File: src/rtl/serial_frame_pkg.sv
// Shared widths, line constants and state encoding for the single-wire frame serializer.
package serial_frame_pkg;

  localparam int PORT_W = 2;
  localparam int LEN_W  = 4;
  localparam int DATA_W = (1 << LEN_W) - 1;

  localparam logic LINE_IDLE = 1'b1;

  typedef enum logic [2:0] {
    IDLE,
    START,
    PORT,
    LEN,
    DATA,
    GAP
  } tx_state_t;

endpackage

File: src/rtl/frame_shift_reg.sv
// Parallel-load, left-shift register; the MSB is always the next bit to put on the line.
module frame_shift_reg #(
  parameter int W = 8
) (
  input  logic         clk,
  input  logic         rst,
  input  logic         load,
  input  logic         shift,
  input  logic [W-1:0] din,
  output logic         msb
);

  logic [W-1:0] sr;

  always_ff @(posedge clk) begin
    if (rst) begin
      sr <= '0;
    end else if (load) begin
      sr <= din;
    end else if (shift) begin
      sr <= sr << 1;
    end
  end

  assign msb = sr[W-1];

endmodule

File: src/rtl/serial_frame_tx.sv
// Frame serializer: start bit, port, length and payload fields MSB first, then one idle guard bit.
module serial_frame_tx #(
  parameter int PORT_W = serial_frame_pkg::PORT_W,
  parameter int LEN_W  = serial_frame_pkg::LEN_W,
  parameter int DATA_W = serial_frame_pkg::DATA_W
) (
  input  logic              clk,
  input  logic              rst,
  input  logic              inValid,
  output logic              inReady,
  input  logic [PORT_W-1:0] inPort,
  input  logic [LEN_W-1:0]  inLen,
  input  logic [DATA_W-1:0] inData,
  output logic              serOut,
  output logic              serOutValid,
  output logic              transmitted
);

  import serial_frame_pkg::*;

  localparam int CNT_W = (PORT_W > LEN_W) ? PORT_W : LEN_W;

  tx_state_t          state, state_next;
  logic [CNT_W-1:0]   cnt, cnt_next;
  logic [LEN_W-1:0]   len_l;
  logic               ser, ser_next;
  logic               ser_valid, ser_valid_next;
  logic               done, done_next;
  logic               accept;
  logic               port_shift, len_shift, data_shift;
  logic               port_bit, len_bit, data_bit;
  logic [DATA_W-1:0]  data_aligned;

  assign accept  = inValid && (state == IDLE);
  assign inReady = (state == IDLE);

  // Left-justify the payload so the first bit to send lands in the MSB.
  assign data_aligned = inData << (DATA_W - int'(inLen));

  frame_shift_reg #(.W(PORT_W)) u_port_sr (
    .clk(clk), .rst(rst), .load(accept), .shift(port_shift), .din(inPort), .msb(port_bit)
  );

  frame_shift_reg #(.W(LEN_W)) u_len_sr (
    .clk(clk), .rst(rst), .load(accept), .shift(len_shift), .din(inLen), .msb(len_bit)
  );

  frame_shift_reg #(.W(DATA_W)) u_data_sr (
    .clk(clk), .rst(rst), .load(accept), .shift(data_shift), .din(data_aligned), .msb(data_bit)
  );

  always_ff @(posedge clk) begin
    if (rst) begin
      state     <= IDLE;
      cnt       <= '0;
      len_l     <= '0;
      ser       <= LINE_IDLE;
      ser_valid <= 1'b0;
      done      <= 1'b0;
    end else begin
      state     <= state_next;
      cnt       <= cnt_next;
      ser       <= ser_next;
      ser_valid <= ser_valid_next;
      done      <= done_next;
      if (accept) begin
        len_l <= inLen;
      end
    end
  end

  // Outputs are computed for the state being entered, so the registered line
  // value lines up with the state that owns it.
  always_comb begin
    state_next     = state;
    cnt_next       = cnt;
    ser_next       = LINE_IDLE;
    ser_valid_next = 1'b0;
    done_next      = 1'b0;
    port_shift     = 1'b0;
    len_shift      = 1'b0;
    data_shift     = 1'b0;

    case (state)
      IDLE: begin
        if (inValid) begin
          state_next     = START;
          ser_next       = 1'b0;
          ser_valid_next = 1'b1;
        end
      end
      START: begin
        state_next     = PORT;
        ser_next       = port_bit;
        ser_valid_next = 1'b1;
        port_shift     = 1'b1;
        cnt_next       = CNT_W'(PORT_W - 1);
      end
      PORT: begin
        ser_valid_next = 1'b1;
        if (cnt == '0) begin
          state_next = LEN;
          ser_next   = len_bit;
          len_shift  = 1'b1;
          cnt_next   = CNT_W'(LEN_W - 1);
        end else begin
          ser_next   = port_bit;
          port_shift = 1'b1;
          cnt_next   = cnt - CNT_W'(1);
        end
      end
      LEN: begin
        if (cnt == '0) begin
          if (len_l != '0) begin
            state_next     = DATA;
            ser_next       = data_bit;
            ser_valid_next = 1'b1;
            data_shift     = 1'b1;
            cnt_next       = CNT_W'(len_l) - CNT_W'(1);
          end else begin
            state_next = GAP;
            done_next  = 1'b1;
          end
        end else begin
          ser_next       = len_bit;
          ser_valid_next = 1'b1;
          len_shift      = 1'b1;
          cnt_next       = cnt - CNT_W'(1);
        end
      end
      DATA: begin
        if (cnt == '0) begin
          state_next = GAP;
          done_next  = 1'b1;
        end else begin
          ser_next       = data_bit;
          ser_valid_next = 1'b1;
          data_shift     = 1'b1;
          cnt_next       = cnt - CNT_W'(1);
        end
      end
      GAP: begin
        state_next = IDLE;
      end
      default: begin
        state_next = IDLE;
      end
    endcase
  end

  assign serOut      = ser;
  assign serOutValid = ser_valid;
  assign transmitted = done;

endmodule

File: config.mk
export PLATFORM = sky130hd
export DESIGN_NAME = serial_frame_tx
export DESIGN_NICKNAME = d
export VERILOG_FILES = /design/src/rtl/serial_frame_pkg.sv /design/src/rtl/frame_shift_reg.sv /design/src/rtl/serial_frame_tx.sv
export SDC_FILE = /design/constraint.sdc
export NUM_CORES = 1
export LEC_CHECK = 0
export ABC_CLOCK_PERIOD_IN_PS = 4700
export CORE_UTILIZATION = 50
export DETAILED_ROUTE_END_ITERATION = 6
export GPL_TIMING_DRIVEN = 1
export PLACE_DENSITY = 0.79
export REMOVE_ABC_BUFFERS = 1
export SETUP_SLACK_MARGIN = 0.05
export SYNTH_ARGS = -nofsm -noshare
export SYNTH_HDL_FRONTEND = slang
export SYNTH_SLANG_ARGS = --single-unit
File: constraint.sdc
create_clock -name clk -period 4.7 [get_ports clk]
set_input_delay 0.94 -clock clk [delete_from_list [all_inputs] [get_ports clk]]
set_output_delay 0.94 -clock clk [all_outputs]
set_load 0.02 [all_outputs]
### Word level (Yosys, flattened, before mapping)

Cells that the tools add are included.

* add/sub/neg operators: 3
* reductions and logical operators: 11
* divide/modulo/power cells: 0
* shift operators: 1
* equality and inequality tests: 10
* bitwise logic cells: 0
* $lt $le $gt $ge: 0
* multiplexer cells: 36
* multipliers: 0

Operator list (number)
* $shl 15x32->15: 1
* $mux 15: 2
* $mux 4: 6
* $pmux 4 s4: 1
* $pmux 3 s5: 1
* $mux 1: 14
* $mux 3: 4
* $ne 2x2->1 const B: 5
* $pmux 1 s2: 4
* $reduce_bool 4->1: 2
* $sub 4x1->4 const B: 2
* $eq 3x2->1 const B: 2
* $reduce_bool 2->1: 3
* $pmux 1 s5: 1
* $sub 4x4->5 const A: 1
* $logic_not 4->1: 1
* $mux 2: 2
* $pmux 1 s4: 1
* $reduce_and 4->1: 1
* $eq 3x1->1 const B: 1
* $eq 3x3->1 const B: 1
* $logic_not 3->1: 1
* $ne 3x3->1 const B: 1
* $reduce_and 3->1: 1
* other kinds (2): 2

* register bits: 35
* bits of input ports: 24
* output and inout port bits: 4
* word-level logic and storage cells: 70
* bits in latches: 0
* RAM bits: 0
* memories: 0
* bits in read-only memories: 0

### Longest topological paths before layout

Gate-level depths: netlist (run 1).

* depth in word-level cells: 6
* depth in mapped cells: 9
* depth with buffers taken out: 7

### By module

A second synthesis (run 1) with hierarchy kept.

* cell total of the unflattened synthesis: 279
* area total of the unflattened synthesis: 2529.9 sq um

Modules (own cells, without submodules)
* serial_frame_tx: area an instance 1555.2 sq um, cells each 187, times used 1, sequential area each 280.3 sq um
* frame_shift_reg (u_data_sr): area an instance 714.4 sq um, cells each 66, times used 1, sequential area each 300.3 sq um
* frame_shift_reg (u_len_sr): area an instance 172.7 sq um, cells each 17, times used 1, sequential area each 80.1 sq um
* frame_shift_reg (u_port_sr): area an instance 87.6 sq um, cells each 9, times used 1, sequential area each 40.0 sq um

### Least setup slack after synthesis (run 1)

Ideal clock, no wire load.

* kind: input to register
* from: input inLen[0]
* to: register u_data_sr.sr[8]
* data required time: 4.567 ns
* path buffers: 1
* arrival time: 2.144 ns
* setup time: 0.133 ns
* cell stages on the path: 6
* path slack: 2.423 ns
* cell sequence: buf_6 -> mux4_1 -> mux2i_1 -> nor2_1 -> a2111oi_2 -> nor3_1

* cells in the longest elaborated chain, start to end: 3

Ends and longest elaborated chain
* from (decl): RTL line serial_frame_tx.sv:12 `input logic [LEN_W-1:0] inLen,`
* $sub 4x4->5: RTL line serial_frame_tx.sv:38 `assign data_aligned = inData << (DATA_W - int'(inLen));`
* $shl 15x32->15: RTL line serial_frame_tx.sv:38
* $mux 15: RTL line frame_shift_reg.sv:18 `end else if (load) begin`
* to (signal assigned): RTL line frame_shift_reg.sv:19 `sr <= din;`
* to (signal assigned): RTL line frame_shift_reg.sv:21 `sr <= sr << 1;`
* to (decl): RTL line frame_shift_reg.sv:13 `logic [W-1:0] sr;`

Every way passes these cells.
A chain may end at the register's enable or synchronous reset.

### Final worst setup path (run 1)

* from: input inLen[0]
* to: register u_data_sr.sr[11]

Same word-level chain as after synthesis.

==> metrics.md, run 1 <==
| Metric | Value |
|---|---|
| CTS tree | `done` |
| Final Core Density | `58.8%` |
| Number of flops mapped to enable cells by yosys | `0` |
| Fin crit share | `67.3%` |
| Min cycle time layout | `3170 ps` |
| Post-synthesis instance total | `290` |
| Tot GR Track Use | `22.4%` |
| Detailed Route WL | `5620 um` |
| Power Dens Cells | `348 mW/mm^2` |
| Clk sink count | `35` |
| Number of synthesized register bits | `35` |
| Max Slew Vio Count | `0` |
| Min-delay worst type | `flop to flop` |
| Synth area leaders | `dfxtp_1, mux4_2, nor2_1` |
| Chip width | `73.2 um` |
| Area growth syn-to-layout | `11.2%` |
| Global-route wire length before repair | `9230 um` |
| CTS hold repair buffers | `0` |
| Total power | `979 uW` |
| H-tree Lvls | `2` |
| Clock root buffer | `clkbuf_8` |
| Gr ovfl total | `0` |
| Post-synth top area cell | `dfxtp_1` |
| Worst Path Arrival | `3300 ps` |
| Outcome | `finished clean` |
| Yosys cell types | `64` |
| Std-Cell Core Area | `0.00479 mm^2` |
| Post-DP HPWL | `3960 um` |
| GP Congestion | `0.901` |
| Number of global-route vias before repair | `1,943` |
| Synth Area per Inst | `8.73 um^2` |
| Die ar. | `0.00535 mm^2` |
| Yosys top cell area share | `27.7%` |
| Setup Viol. Count Final | `0` |
| Setup repair bufs after CTS | `0` |
| Final ANT Viol Nets | `0` |
| Synth Flop Type | `dfxtp_1` |
| Largest net degree at the start of global routing | `28` |
| Fillcell total | `447` |
| Via-to-Cell Ratio | `6.03` |
| Vias | `2,238` |
| Most common cell after layout, fill and taps aside | `dfxtp_1` |
| Worst path required time | `4840 ps` |
| Starting DRT DRC Count | `175` |
| Max_cap viols | `0` |
| CTS Buf Count | `5` |
| Seq/Total Area, Yosys | `27.7%` |
| Buffers on Ports | `27` |
| Setup TNS | `0 ps` |
| Clock Skew | `5.56 ps` |
| Slack of the critical path | `1530 ps` |
| FF-to-FF setup slack | `2060 ps` |
| Io pins | `28` |
| Layout cells sized above 1 | `12.2%` |
| Ys async rst share | `0%` |
| Pre-CTS WS | `1200 ps` |
| RSZ-0062 raised after global routing | `no` |
| Initial Utilization | `52.9%` |
| Tightest Pin Transition | `933 ps` |
| Final Hold Vio Count | `0` |
| Num rows | `25` |
| Antenna violations before repair | `0` |
| Min Hold Slack | `470 ps` |
| Slew margin rel. | `37.6%` |
| Commonest cells after routing, fill and taps aside | `dfxtp_1, nor2_1, clkdlybuf4s50_1` |
| Worst-Skew Late Latency | `280 ps` |
| Die height | `73.2 um` |
| Post-CTS sizing | `0` |
| Post-Syn Area | `0.00253 mm^2` |
| Clock transition at path regs | `70 ps` |
| # diodes | `0` |
| F_max | `316 MHz` |
| Warnings from Yosys | `0` |
| Crit Path Max Fanout | `22` |
| Startpoint Class | `input port` |
| Post-route DRC violation count | `0` |
| Worst VDD drop | `0.121 mV` |
| DR WL/cell | `15.1 um` |
| Drt pass-1 iters | `4` |
| Setup Crit Path Kind | `input port to flop` |
| Pleak | `0.00101 uW` |
| Crit end category | `flop` |
| Clock Path Buffers | `2` |
| Nets | `331` |
stage by stage:
step | instances | cell area, um^2
after floorplan | 267 | 2360
after global placement | 363 | 2730
after detailed placement | 363 | 2730
after CTS | 371 | 2820
after global routing | 371 | 2820
final | 371 | 2820
logic make-up (layout without fill, tap and decap cells):
kind of cell	Yosys count	count (layout)	share of synthesized area (%)
and+or+nand+nor	106	106	21.8
AOI/OAI and AO/OA	79	79	22.3
DFF	35	35	27.7
buffers and inverters	34	48	8.25
muxes	27	27	16.3
xor gates and xnor gates	5	5	1.73
adders and majority gates	4	4	1.98
cells in the mapped netlist (all sizes together) (3+ instances only):
| master | number |
|---|---|
| a2111oi | 5 |
| a211oi | 10 |
| a21oi | 20 |
| a22oi | 4 |
| a31oi | 3 |
| buf | 15 |
| clkbuf | 8 |
| dfxtp | 35 |
| ha | 4 |
| inv | 11 |
| mux2 | 7 |
| mux2i | 10 |
| mux4 | 10 |
| nand2 | 27 |
| nand2b | 5 |
| nand3 | 5 |
| nor2 | 36 |
| nor2b | 3 |
| nor3 | 14 |
| nor3b | 3 |
| o211ai | 4 |
| o21ai | 14 |
| o22ai | 3 |
| xnor2 | 3 |
flip-flops by register name (all words and copies together) (netlist names):
register and cells:
u_data_sr.sr 15, u_port_sr.sr 2, serOutValid 1, serOut 1
transmitted 1, state 3, len_l 4, u_len_sr.sr 4
cnt 4
path summary, 6_finish.rpt:
path,to,cells after the start,start
worst min register to register,u_port_sr.sr[0],2,u_port_sr.sr[0]
worst min-delay path,u_port_sr.sr[0],2,u_port_sr.sr[0]
worst max-delay path,u_data_sr.sr[11],6,inLen[0]
worst max register to register,u_data_sr.sr[5],7,cnt[0]
worst max-delay path: stages:
cell and delay [ps]:
clkdlybuf4s50_1 1090, mux4_1 670, mux2i_1 150, nor2_1 60
a311oi_1 310, a2111oi_2 90
power breakdown:
part           internal (uW)  switching [uW]  total (uW)
sequential               342            41.6         383
clock                    104             105         209
combinational            170             217         387
cell type report:
class                           instances  area [um^2]  share of cell area [%]
Timing Repair Buffer                   29          285                    10.1
Inverter                               11         41.3                    1.47
Clock buffer                            7         76.3                    2.71
Multi-Input combinational cell        221         1620                    57.6
Clock inverter                          1         5.00                   0.178
Sequential cell                        35          701                    24.9
Tap cell                               67         83.8                    2.98
routing by layer:
metal / up-vias / GRT usage, % / wire (um)
met5: - / 0 / 0
met4: 0 / 10.5 / 41
met3: 6 / 3.59 / 328
met2: 81 / 35.8 / 2690
met1: 1055 / 29.5 / 2560
li1: 1096 / - / -
Note: power is estimated with default switching activity, not from simulation.
==> inputs of run 2 (changes only) <==
ABC_CLOCK_PERIOD_IN_PS = 3000   (was 4700)
clock period = 3 ns   (was 4.7 ns; I/O delays follow)
==> metrics.md, run 2 (synthesis results as in run 1) <==
| Metric | Value |
|---|---|
| Worst VDD drop | `0.189 mV` |
| RSZ-0062 raised after global routing | `no` |
| Number of flip-flops in the largest register | `15` |
| CTS tree | `done` |
| Launch point of the worst path | `state[0]` |
| # diodes | `0` |
| Via-to-Cell Ratio | `5.91` |
| CTS Buf Count | `5` |
| Number of global-route vias before repair | `1,992` |
| Max Slew Vio Count | `0` |
| Clk sink count | `35` |
| Min-delay worst type | `flop to flop` |
| Antenna violations before repair | `0` |
| Power Dens Cells | `550 mW/mm^2` |
| Biggest register | `u_data_sr.sr` |
| Die ar. | `0.00535 mm^2` |
| Max_cap viols | `0` |
| Slowest stage delay, CP | `600 ps` |
| Pre-CTS WS | `382 ps` |
| Clock Path Buffers | `2` |
| Worst path required time | `2400 ps` |
| Area growth syn-to-layout | `14.3%` |
| Crit Path Max Fanout | `17` |
| CTS hold repair buffers | `0` |
| Worst reg2reg path endpoint | `u_data_sr.sr[5]` |
| DR WL/cell | `14.6 um` |
| Final ANT Viol Nets | `0` |
| Setup Viol. Count Final | `0` |
| FF-to-FF setup slack | `640 ps` |
| Slew margin rel. | `58.0%` |
| Most common cell after layout, fill and taps aside | `dfxtp_1` |
| Layout cells sized above 1 | `14.7%` |
| Post-route DRC violation count | `0` |
| Largest net degree at the start of global routing | `28` |
| Worst Path Arrival | `1890 ps` |
| Clock root buffer | `clkbuf_8` |
| Global-route wire length before repair | `9200 um` |
| GP Congestion | `0.854` |
| Gr ovfl total | `0` |
| Vias | `2,241` |
| Outcome | `finished clean` |
| Worst r2r src | `cnt[0]` |
| Worst Hold Path Cells | `2` |
| Fin crit share | `83.1%` |
| Io pins | `28` |
| Clock Skew | `7.27 ps` |
| Commonest cells after routing, fill and taps aside | `dfxtp_1, nor2_1, clkdlybuf4s50_1` |
| Post-CTS sizing | `0` |
| Num rows | `25` |
| Detailed Route WL | `5520 um` |
| Slack of the critical path | `508 ps` |
| Chip width | `73.2 um` |
| Sequence of cells on the critical path | `or3_1 -> inv_1 -> clkdlybuf4s50_1` |
| Initial Utilization | `52.9%` |
| Post-DP HPWL | `4080 um` |
| Setup TNS | `0 ps` |
| Nets | `339` |
| Min cycle time layout | `2490 ps` |
| Setup repair bufs after CTS | `0` |
| Reg2Reg Depth | `7` |
| Worst-Skew Late Latency | `290 ps` |
| Starting DRT DRC Count | `174` |
| Tot GR Track Use | `22.3%` |
| Die height | `73.2 um` |
| Tightest Pin Transition | `630 ps` |
| CP max stage cell | `clkdlybuf4s50_1` |
| H-tree Lvls | `2` |
| Crit end category | `output pin` |
| Cell Area, Placed | `0.00279 mm^2` |
| Std-Cell Core Area | `0.00479 mm^2` |
| Worst setup path endpoint | `inReady` |
| Setup Crit Path Kind | `flop to output pin` |
| Startpoint Class | `flop` |
| Drt pass-1 iters | `4` |
| Final Hold Vio Count | `0` |
| Clock transition at path regs | `70 ps` |
| Buffers on Ports | `27` |
| F_max | `401 MHz` |
| Pleak | `0.00105 uW` |
| Final instance area | `0.00289 mm^2` |
==> run 2: cell types whose count changed in the layout (fill, tap and decap cells not counted) <==
cell and delta:
clkbuf_8 +2, buf_4 +8, clkbuf_1 -1, clkinv_2 -1
==> run 2: power by group <==
group | internal (uW) | switching (uW) | leakage, uW
Sequential | 535 | 65.3 | 0.000288
Clock | 210 | 170 | 0.0000515
Combinational | 276 | 336 | 0.000715
Total | 1020 | 572 | 0.00105
==> run 2: metrics by stage <==
| step | utilization [%] | hold WS, ps | power (uW) | std cells |
|---|---|---|---|---|
| 3_3_place_gp | 58.4 | 459 | 1200 | 371 |
| 3_5_place_dp | 58.4 | 462 | 1220 | 371 |
| 6_report | 60.5 | 468 | 1590 | 379 |
| 2_1_floorplan | - | 442 | 1020 | 267 |
| 4_1_cts | 60.5 | 471 | 1590 | 379 |
| 5_1_grt | 60.5 | 495 | 1690 | 379 |
==> run 2: worst min-delay path by stage <==
stage                     startpoint               end  slack, ps
CTS                  u_port_sr.sr[0]   u_port_sr.sr[0]        470
floorplan            u_port_sr.sr[0]   u_port_sr.sr[0]        440
detailed placement   u_port_sr.sr[0]   u_port_sr.sr[0]        460
global route        u_data_sr.sr[14]  u_data_sr.sr[14]        490
global placement     u_port_sr.sr[0]   u_port_sr.sr[0]        460
finish               u_port_sr.sr[0]   u_port_sr.sr[0]        470
==> run 2: area by class of cell <==
class / count / area [um^2]
fillers: 425 / 1890
well taps: 67 / 83.8
flip-flops and latches: 35 / 701
clock buffers: 8 / 100
inverters: 11 / 41.3
multi-input cells: 221 / 1620
repair buffers: 37 / 345
==> run 2: per-layer routing <==
metal | track usage [%] | routed length (um) | vias to the layer above
li1 | - | - | 1121
met1 | 28.9 | 2570 | 1054
met2 | 36.5 | 2620 | 58
met3 | 4.42 | 233 | 8
met4 | 8.50 | 94 | 0
met5 | 0 | 0 | -
==> run 2: worst max-delay path: cells and delay by family, from the launching register on <==
family,cells,cell delay [ps]
flops,1,510
simple gates,1,410
buf+inv,2,690
==> inputs of run 3 (changes only) <==
ABC_CLOCK_PERIOD_IN_PS = 2560   (was 3000)
clock period = 2.56 ns   (was 3 ns; I/O delays follow)
==> metrics.md, run 3 (synthesis results as in run 1) <==
| Metric | Value |
|---|---|
| Outcome | `finished clean` |
| Largest net degree at the start of global routing | `28` |
| Setup TNS | `0 ps` |
| Buffers on Ports | `27` |
| Number of global-route vias before repair | `2,177` |
| Die ar. | `0.00535 mm^2` |
| Worst-Skew Late Latency | `290 ps` |
| Setup repair bufs after CTS | `0` |
| Slowest stage delay, CP | `600 ps` |
| RSZ-0062 raised after global routing | `no` |
| Power Dens Cells | `661 mW/mm^2` |
| CP max stage cell | `clkdlybuf4s50_1` |
| # diodes | `0` |
| Pleak | `0.00111 uW` |
| Chip width | `73.2 um` |
| Area growth syn-to-layout | `17.8%` |
| Post-DP HPWL | `4440 um` |
| Multi-input logic area | `0.00162 mm^2` |
| Flop pwr share | `34.7%` |
| Slew margin rel. | `64.1%` |
| Number of flip-flops in the largest register | `15` |
| Vias | `2,311` |
| Most common cell after layout, fill and taps aside | `dfxtp_1` |
| Combinational power share | `38.9%` |
| Antenna violations before repair | `0` |
| Tightest Pin Transition | `537 ps` |
| Startpoint Class | `flop` |
| Net load switching power | `690 uW` |
| Max_cap viols | `0` |
| Num rows | `25` |
| Sequence of cells on the critical path | `or3_1 -> inv_1 -> clkdlybuf4s50_1` |
| Crit end category | `output pin` |
| Detailed Route WL | `5970 um` |
| Worst VDD drop | `0.248 mV` |
| Layout cells sized above 1 | `17.2%` |
| Clock root buffer | `clkbuf_8` |
| Via-to-Cell Ratio | `5.97` |
| F_max | `435 MHz` |
| Clock network fraction of design power | `26.4%` |
| Post-CTS sizing | `0` |
| Reg area | `701 um^2` |
| Drt pass-1 iters | `4` |
| Fillcell total | `424` |
| Setup Viol. Count Final | `0` |
| Tot GR Track Use | `24.7%` |
| GP Congestion | `0.916` |
| Max Slew Vio Count | `0` |
| Min-delay worst type | `flop to flop` |
| Final Core Density | `62.4%` |
| Clock transition at path regs | `70 ps` |
| Biggest register | `u_data_sr.sr` |
| Gr ovfl total | `0` |
| Clk sink count | `35` |
| Post-route DRC violation count | `0` |
| Min cycle time layout | `2300 ps` |
| Total power | `1970 uW` |
| Worst Path Arrival | `1790 ps` |
| Setup Crit Path Kind | `flop to output pin` |
| Sw Share | `35.0%` |
| Commonest cells after routing, fill and taps aside | `dfxtp_1, nor2_1, clkdlybuf4s50_1` |
| Die height | `73.2 um` |
| Io pins | `28` |
| DR WL/cell | `15.4 um` |
| CTS Buf Count | `5` |
| Fin crit share | `89.8%` |
| Final Hold Vio Count | `0` |
| Starting DRT DRC Count | `201` |
| Initial Utilization | `52.9%` |
| H-tree Lvls | `2` |
| CTS hold repair buffers | `0` |
| FF-to-FF setup slack | `370 ps` |
| Clock Skew | `8.47 ps` |
| Worst path required time | `2050 ps` |
| Crit Path Max Fanout | `7` |
| Nets | `347` |
| CTS tree | `done` |
| Clock Path Buffers | `2` |
| Std-Cell Core Area | `0.00479 mm^2` |
| Global-route wire length before repair | `10,100 um` |
| Cell Int Power | `1280 uW` |
| Final ANT Viol Nets | `0` |
run 3: cell count changes in the layout (fill, tap and decap cells not counted):
cell	previous run	this run
bufinv_16	0	1
buf_4	10	17
clkbuf_8	7	6
buf_12	0	1
clkbuf_1	1	0
clkinv_2	0	1
run 3: area by class of cell:
type / instances / area share, %
Multi-Input combinational cell: 221 / 54.4
Clock inverter: 2 / 1.17
Sequential cell: 35 / 23.5
Tap cell: 67 / 2.81
Timing Repair Buffer: 45 / 14.0
Clock buffer: 6 / 2.77
Inverter: 11 / 1.38
run 3: final timing paths:
path,end,depth (start not counted),startpoint
worst max-delay path,inReady,3,state[1]
worst min-delay path,u_port_sr.sr[0],2,u_port_sr.sr[0]
worst max register to register,u_data_sr.sr[4],7,cnt[0]
worst min register to register,u_port_sr.sr[0],2,u_port_sr.sr[0]
run 3: power by group through the flow:
stage	sequential, uW	combinational (uW)	clock (uW)
6_report	683	767	521
2_1_floorplan	703	494	0
5_1_grt	695	843	547
3_5_place_dp	695	757	0
4_1_cts	683	760	524
3_3_place_gp	692	740	0
run 3: stage by stage:
step	instance area, um^2	hold WS (ps)	instances	setup slack (ps)
after floorplan	2360	442	267	386
after detailed placement	2870	468	379	34.6
after global placement	2870	458	379	89.0
after CTS	2980	478	387	251
final	2980	474	387	261
after global routing	2980	502	387	183
run 3: worst max-delay path: cells and delay by family, from the launching register on:
family	cells	cell delay (ps)
buffers and inverters	2	690
DFF	1	390
and+or+nand+nor	1	410
run 3: routing by layer:
metal | part of all wire, % | vias up | wire length (um) | global-route usage [%]
met1 | 44 | 1078 | 2600 | 30.7
met4 | 2.8 | 0 | 167 | 14.6
li1 | - | 1129 | - | -
met3 | 5.5 | 13 | 327 | 4.42
met5 | 0 | - | 0 | 0
met2 | 48 | 91 | 2870 | 40.1
